$ cat config.mk
export PLATFORM = sky130hd
export DESIGN_NAME = tipi_wreg_shift
export DESIGN_NICKNAME = d
export VERILOG_FILES = /design/src/rtl/tipi_pkg.sv /design/src/rtl/tipi_edge_sync.sv /design/src/rtl/tipi_wreg_shift.sv
export SDC_FILE = /design/constraint.sdc
export NUM_CORES = 1
export LEC_CHECK = 0
export ABC_AREA = 1
export BUFFER_PORTS_ARGS = -buffer_cell sky130_fd_sc_hd__buf_2
export CAP_MARGIN = 5
export CORE_MARGIN = 5
export CORE_UTILIZATION = 59
export DETAILED_ROUTE_END_ITERATION = 7
export PLACE_DENSITY = 0.83
export SKIP_CTS_REPAIR_TIMING = 1
export SYNTH_ARGS = -nofsm -noshare
export SYNTH_HDL_FRONTEND = slang
export SYNTH_HIERARCHICAL = 1
export SYNTH_SLANG_ARGS = --single-unit
$ cat constraint.sdc
create_clock -name clk -period 2.3 [get_ports clk]
set_input_delay 0 -clock clk [delete_from_list [all_inputs] [get_ports clk]]
set_output_delay 0 -clock clk [all_outputs]
set_load 0.005 [all_outputs]
$ cat src/rtl/tipi_pkg.sv
// Shared types and constants for the TIPI write-register / Pi shift block.
// Build option: define TIPI_WR_SYNC_EN to add a second synchronizer flop on
// every asynchronous input (cpu_we_n, pi_sclk, pi_le).
package tipi_pkg;

  localparam int TIPI_REG_W = 8;

  // Values of pi_sel
  localparam logic PI_SEL_TD = 1'b0;
  localparam logic PI_SEL_TC = 1'b1;

  // Pi-side read FSM
  typedef enum logic [1:0] {
    IDLE  = 2'd0,
    LOAD  = 2'd1,
    SHIFT = 2'd2
  } tipi_state_e;

  // Shift left by one with zero fill (MSB leaves first)
  function automatic logic [TIPI_REG_W-1:0] tipi_shl(input logic [TIPI_REG_W-1:0] d);
    return {d[TIPI_REG_W-2:0], 1'b0};
  endfunction

endpackage

$ cat src/rtl/tipi_edge_sync.sv
// Synchronizer plus registered rise/fall detector for one asynchronous input.
// TIPI_WR_SYNC_EN selects a two-flop synchronizer, otherwise a single sampling
// flop. RST_LVL is the inactive level the chain resets to, so releasing reset
// never produces an edge pulse.
module tipi_edge_sync #(
  parameter logic RST_LVL = 1'b0
) (
  input  logic clk,
  input  logic reset_n,
  input  logic i_async,
  output logic o_level,
  output logic o_rise,
  output logic o_fall
);

  logic r_sync;
  logic r_prev;
  logic r_rise;
  logic r_fall;

`ifdef TIPI_WR_SYNC_EN
  logic r_meta;

  // First synchronizer stage (may go metastable)
  always_ff @(posedge clk or negedge reset_n) begin
    if (!reset_n) begin
      r_meta <= RST_LVL;
    end else begin
      r_meta <= i_async;
    end
  end

  // Second synchronizer stage, the clean clk-domain level
  always_ff @(posedge clk or negedge reset_n) begin
    if (!reset_n) begin
      r_sync <= RST_LVL;
    end else begin
      r_sync <= r_meta;
    end
  end
`else
  // Single sampling flop into the clk domain
  always_ff @(posedge clk or negedge reset_n) begin
    if (!reset_n) begin
      r_sync <= RST_LVL;
    end else begin
      r_sync <= i_async;
    end
  end
`endif

  // Previous-level flop and registered one-clk edge pulses
  always_ff @(posedge clk or negedge reset_n) begin
    if (!reset_n) begin
      r_prev <= RST_LVL;
      r_rise <= 1'b0;
      r_fall <= 1'b0;
    end else begin
      r_prev <= r_sync;
      r_rise <= r_sync & ~r_prev;
      r_fall <= ~r_sync & r_prev;
    end
  end

  assign o_level = r_sync;
  assign o_rise  = r_rise;
  assign o_fall  = r_fall;

endmodule

$ cat src/rtl/tipi_wreg_shift.sv
// TIPI CPU write registers (TD/TC) with a Pi-side serial read-out shifter.
// CPU writes are latched on the rising edge of the (synchronized) write strobe;
// the Pi loads TD or TC into a shift register and clocks it out MSB first.
// Build option: TIPI_WR_SYNC_EN (two-flop input synchronizers, one extra clk
// of latency on every strobe).
module tipi_wreg_shift
  import tipi_pkg::*;
(
  input  logic                  clk,
  input  logic                  reset_n,
  input  logic                  cpu_we_n,
  input  logic                  td_addr,
  input  logic                  tc_addr,
  input  logic [TIPI_REG_W-1:0] cpu_data,
  input  logic                  pi_sclk,
  input  logic                  pi_le,
  input  logic                  pi_sel,
  output logic                  pi_sdo,
  output logic [TIPI_REG_W-1:0] td_q,
  output logic [TIPI_REG_W-1:0] tc_q,
  output logic                  td_wr,
  output logic                  tc_wr
);

  logic w_we_lvl, w_we_rise, w_we_fall;
  logic w_sclk_lvl, w_sclk_rise, w_sclk_fall;
  logic w_le_lvl, w_le_rise, w_le_fall;
  logic w_unused;

  logic [TIPI_REG_W-1:0] r_hold;
  logic [TIPI_REG_W-1:0] r_td_q;
  logic [TIPI_REG_W-1:0] r_tc_q;
  logic                  r_td_wr;
  logic                  r_tc_wr;

  tipi_state_e           r_state;
  tipi_state_e           w_state_nxt;
  logic [TIPI_REG_W-1:0] r_shift;
  logic [TIPI_REG_W-1:0] w_shift_nxt;
  logic [2:0]            r_cnt;
  logic [2:0]            w_cnt_nxt;
  logic                  r_sdo;
  logic                  w_sdo_nxt;

  tipi_edge_sync #(.RST_LVL(1'b1)) u_we_sync (
    .clk     (clk),
    .reset_n (reset_n),
    .i_async (cpu_we_n),
    .o_level (w_we_lvl),
    .o_rise  (w_we_rise),
    .o_fall  (w_we_fall)
  );

  tipi_edge_sync #(.RST_LVL(1'b0)) u_sclk_sync (
    .clk     (clk),
    .reset_n (reset_n),
    .i_async (pi_sclk),
    .o_level (w_sclk_lvl),
    .o_rise  (w_sclk_rise),
    .o_fall  (w_sclk_fall)
  );

  tipi_edge_sync #(.RST_LVL(1'b0)) u_le_sync (
    .clk     (clk),
    .reset_n (reset_n),
    .i_async (pi_le),
    .o_level (w_le_lvl),
    .o_rise  (w_le_rise),
    .o_fall  (w_le_fall)
  );

  // Only rising edges matter here; the remaining detector outputs are sunk
  assign w_unused = &{1'b0, w_we_fall, w_sclk_fall, w_le_fall, w_sclk_lvl, w_le_lvl};

  // CPU write path: sample data while strobe is low, commit on strobe release
  always_ff @(posedge clk or negedge reset_n) begin
    if (!reset_n) begin
      r_hold  <= 8'h00;
      r_td_q  <= 8'h00;
      r_tc_q  <= 8'h00;
      r_td_wr <= 1'b0;
      r_tc_wr <= 1'b0;
    end else begin
      r_td_wr <= 1'b0;
      r_tc_wr <= 1'b0;
      if (!w_we_lvl) begin
        r_hold <= cpu_data;
      end
      if (w_we_rise) begin
        // TD has priority when both selects are set
        if (td_addr) begin
          r_td_q  <= r_hold;
          r_td_wr <= 1'b1;
        end else if (tc_addr) begin
          r_tc_q  <= r_hold;
          r_tc_wr <= 1'b1;
        end
      end
    end
  end

  // Pi FSM state register
  always_ff @(posedge clk or negedge reset_n) begin
    if (!reset_n) begin
      r_state <= IDLE;
    end else begin
      r_state <= w_state_nxt;
    end
  end

  // Pi FSM next state: a load-enable edge restarts from any state
  always_comb begin
    w_state_nxt = r_state;
    if (w_le_rise) begin
      w_state_nxt = LOAD;
    end else begin
      case (r_state)
        IDLE:    w_state_nxt = IDLE;
        LOAD:    w_state_nxt = SHIFT;
        SHIFT: begin
          if (w_sclk_rise && (r_cnt == 3'd7)) begin
            w_state_nxt = IDLE;
          end else begin
            w_state_nxt = SHIFT;
          end
        end
        default: w_state_nxt = IDLE;
      endcase
    end
  end

  // Pi FSM outputs: shift register / counter next values and next pi_sdo
  always_comb begin
    w_shift_nxt = r_shift;
    w_cnt_nxt   = r_cnt;
    case (r_state)
      LOAD: begin
        // Reads the registered value, i.e. before any same-cycle commit
        if (pi_sel == PI_SEL_TC) begin
          w_shift_nxt = r_tc_q;
        end else begin
          w_shift_nxt = r_td_q;
        end
        w_cnt_nxt = 3'd0;
      end
      SHIFT: begin
        if (w_sclk_rise) begin
          w_shift_nxt = tipi_shl(r_shift);
          w_cnt_nxt   = r_cnt + 3'd1;
        end else begin
          w_shift_nxt = r_shift;
          w_cnt_nxt   = r_cnt;
        end
      end
      default: begin
        w_shift_nxt = r_shift;
        w_cnt_nxt   = r_cnt;
      end
    endcase
    if (w_state_nxt == SHIFT) begin
      w_sdo_nxt = w_shift_nxt[TIPI_REG_W-1];
    end else begin
      w_sdo_nxt = 1'b0;
    end
  end

  // Pi datapath registers, pi_sdo registered so it tracks bit 7 in SHIFT
  always_ff @(posedge clk or negedge reset_n) begin
    if (!reset_n) begin
      r_shift <= 8'h00;
      r_cnt   <= 3'd0;
      r_sdo   <= 1'b0;
    end else begin
      r_shift <= w_shift_nxt;
      r_cnt   <= w_cnt_nxt;
      r_sdo   <= w_sdo_nxt;
    end
  end

  assign td_q   = r_td_q;
  assign tc_q   = r_tc_q;
  assign td_wr  = r_td_wr;
  assign tc_wr  = r_tc_wr;
  assign pi_sdo = r_sdo;

endmodule

==> run metrics <==
final setup vio count 0; Switching Share 28.8%; syn_area_per_cell 9.46 um2; Cell Pwr Density just over 700 nW/um2; CP cell instances nand2_1 > nor2_4 > dlygate4sd3_1; RSZ-0062 raised after global routing false; Peak Freq 710 MHz; first-pass iteration count of the detailed router 4; Hold Path Class input pin to flop; Reg2Reg Setup Slack around 0.89 ns; total wire length 3940 um; Final #Nets 284; core area 3310 um2; Worst Setup End Kind flop; Avg WL per Cell around 13 um; routed via count 1493; Fill cells 252; largest net degree at the start of global routing 20; CTS Buffer Depth 2; vias in the first global route 1365; worst slew pin tran roughly 0.41 ns; diode count 0; Leak ~1.3 nW; CTS clock-pin slew for the worst setup and hold paths ~0.15 ns; dpl cells 289; die area 4670 um2; largest stage delay on the critical path 0.60 ns; status completed; Storage cell area 1230 um2; drt via density 4.80; Initial Util 60.6%; Post-Layout Cell Count approximately 310; total power 1.75 mW; first-pass GRT wire length 6150 um; # Max-Cap Violations 0; hpwl dp about 2900 um; Period minus WS final 1.41 ns; Logic pwr share approximately 16%; total grt overflow 0; IO Port Bufs 34; Die Span Y 68.3 um; total I/O pin count 35; row cnt 21; DRT iter0 DRCs ~110; Final Max Tran Viols 0; antenna viol nets, final 0; Max Clock Skew about 0.013 ns; worst vdd ir between 0.5 and 0.6 mV; worst endpoint data arrival time 1.73 ns; Clk network pwr share 24.8%; Tcrit/Tclk final 61.2%; initial antenna violation count 0; CP Buf/Inv Count 1; Remaining DRCs 0; area of the mapped netlist approximately 2000 um2; critical path's slowest cell dlygate4sd3_1; fraction of layout cells with a size suffix above 1 21.5%; Post-Syn Instances roughly 210; Area Growth Syn to Fin 20.8%; Placer Congestion slightly above 0.8; clock sinks 49; die width 68.3 um; Root Buffer Master clkbuf_4; P_sw 0.503 mW; clock insertion delay at the later pin of the skew report ~0.37 ns; Ys Warns 6; htree depth 2; number of buffers created by CTS 5; multi-input logic area a little over 600 um2; Overall Global Routing Usage between 10% and 20%; slew margin rel. 72.4%; CP max FO 17; CP required 2.62 ns; Worst Setup Start Kind flop; critical path class flop to flop; Setup TNS Final 0 ns; Flop pwr share 59.4%; Hold Vio Cnt, Final 0; P_int approximately 1.2 mW; Syn Nets 232; delay-heaviest family, CP buffers and inverters; CTS tree built
[state kept, by name (all words and copies together), names as in the netlist]
name                 flops
r_hold                   8
r_shift                  8
tc_q                     8
td_q                     8
r_cnt                    3
r_state                  2
pi_sdo                   1
tc_wr                    1
td_wr                    1
u_le_sync/o_level        1
u_le_sync/o_rise         1
u_le_sync/r_prev         1
u_sclk_sync/o_level      1
u_sclk_sync/o_rise       1
u_sclk_sync/r_prev       1
u_we_sync/o_level        1
u_we_sync/o_rise         1
u_we_sync/r_prev         1
[cell usage in the layout, fill, tap and decap left out, types with 2 or more instances in the layout]
cell type       n
buf_4           2
dlygate4sd3_1  14
a21oi_1        11
nand3_1         4
dfstp_2         2
inv_1          31
clkbuf_4        5
nand2_2         4
nand2_1        45
nor2_1         21
a22o_1          2
ha_1            4
inv_2           2
buf_2          34
dfrtp_1        47
o21ai_0        27
[power by group through the flow]
stage	clock [mW]	sequential (mW)	combinational, mW
2_1_floorplan	0	1.04	0.138
3_3_place_gp	0	1.05	0.249
3_5_place_dp	0	1.05	0.260
4_1_cts	0.437	1.04	0.262
5_1_grt	0.474	1.05	0.319
6_report	0.433	1.04	0.275
[path summary, 6_finish.rpt]
check | from | to | depth (start not counted)
min | tc_addr | tc_q[7] | 5
max reg2reg | u_we_sync/o_rise | tc_wr | 3
min reg2reg | u_sclk_sync/o_level | u_sclk_sync/r_prev | 0
max in group asynchronous | reset_n | u_we_sync/o_level | 3
max | u_we_sync/o_rise | tc_wr | 3
min in group asynchronous | reset_n | u_we_sync/o_rise | 2
[stage by stage]
stage          hold WS (ns)  cell area [um2]  setup WS [ns]  utilization (%)
2_1_floorplan        -0.296             2010           1.08                -
3_5_place_dp        -0.0451             2210          0.970             66.9
6_report             0.0508             2420          0.891             73.2
4_1_cts              -0.463             2280          0.947             69.0
5_1_grt              0.0576             2420          0.798             73.2
3_3_place_gp        -0.0463             2210           1.02             66.9
[final cells by class]
class | count | area share, %
clock buffers | 6 | 2.12
repair buffers | 50 | 13.4
clock inverters | 2 | 0.723
well taps | 46 | 2.37
inverters | 34 | 5.37
multi-input cells | 124 | 25.3
flip-flops and latches | 49 | 50.7
[worst min-delay path, cell delays in order]
cell	delay, ns
buf_2	0.10
nand2_1	0.10
nor2_4	0.08
nand2_1	0.06
o21ai_1	0.05
[metal layers]
metal / up-vias / share of wire [%] / wire length (um) / track usage, %
met5: - / 0 / 0 / 0
met4: 0 / 2.9 / 116 / 9.18
met3: 11 / 2.6 / 103 / 3.94
met2: 26 / 52 / 2050 / 30.7
met1: 689 / 42 / 1670 / 22.8
li1: 767 / - / - / -
Power figures use the tool's default switching activity.
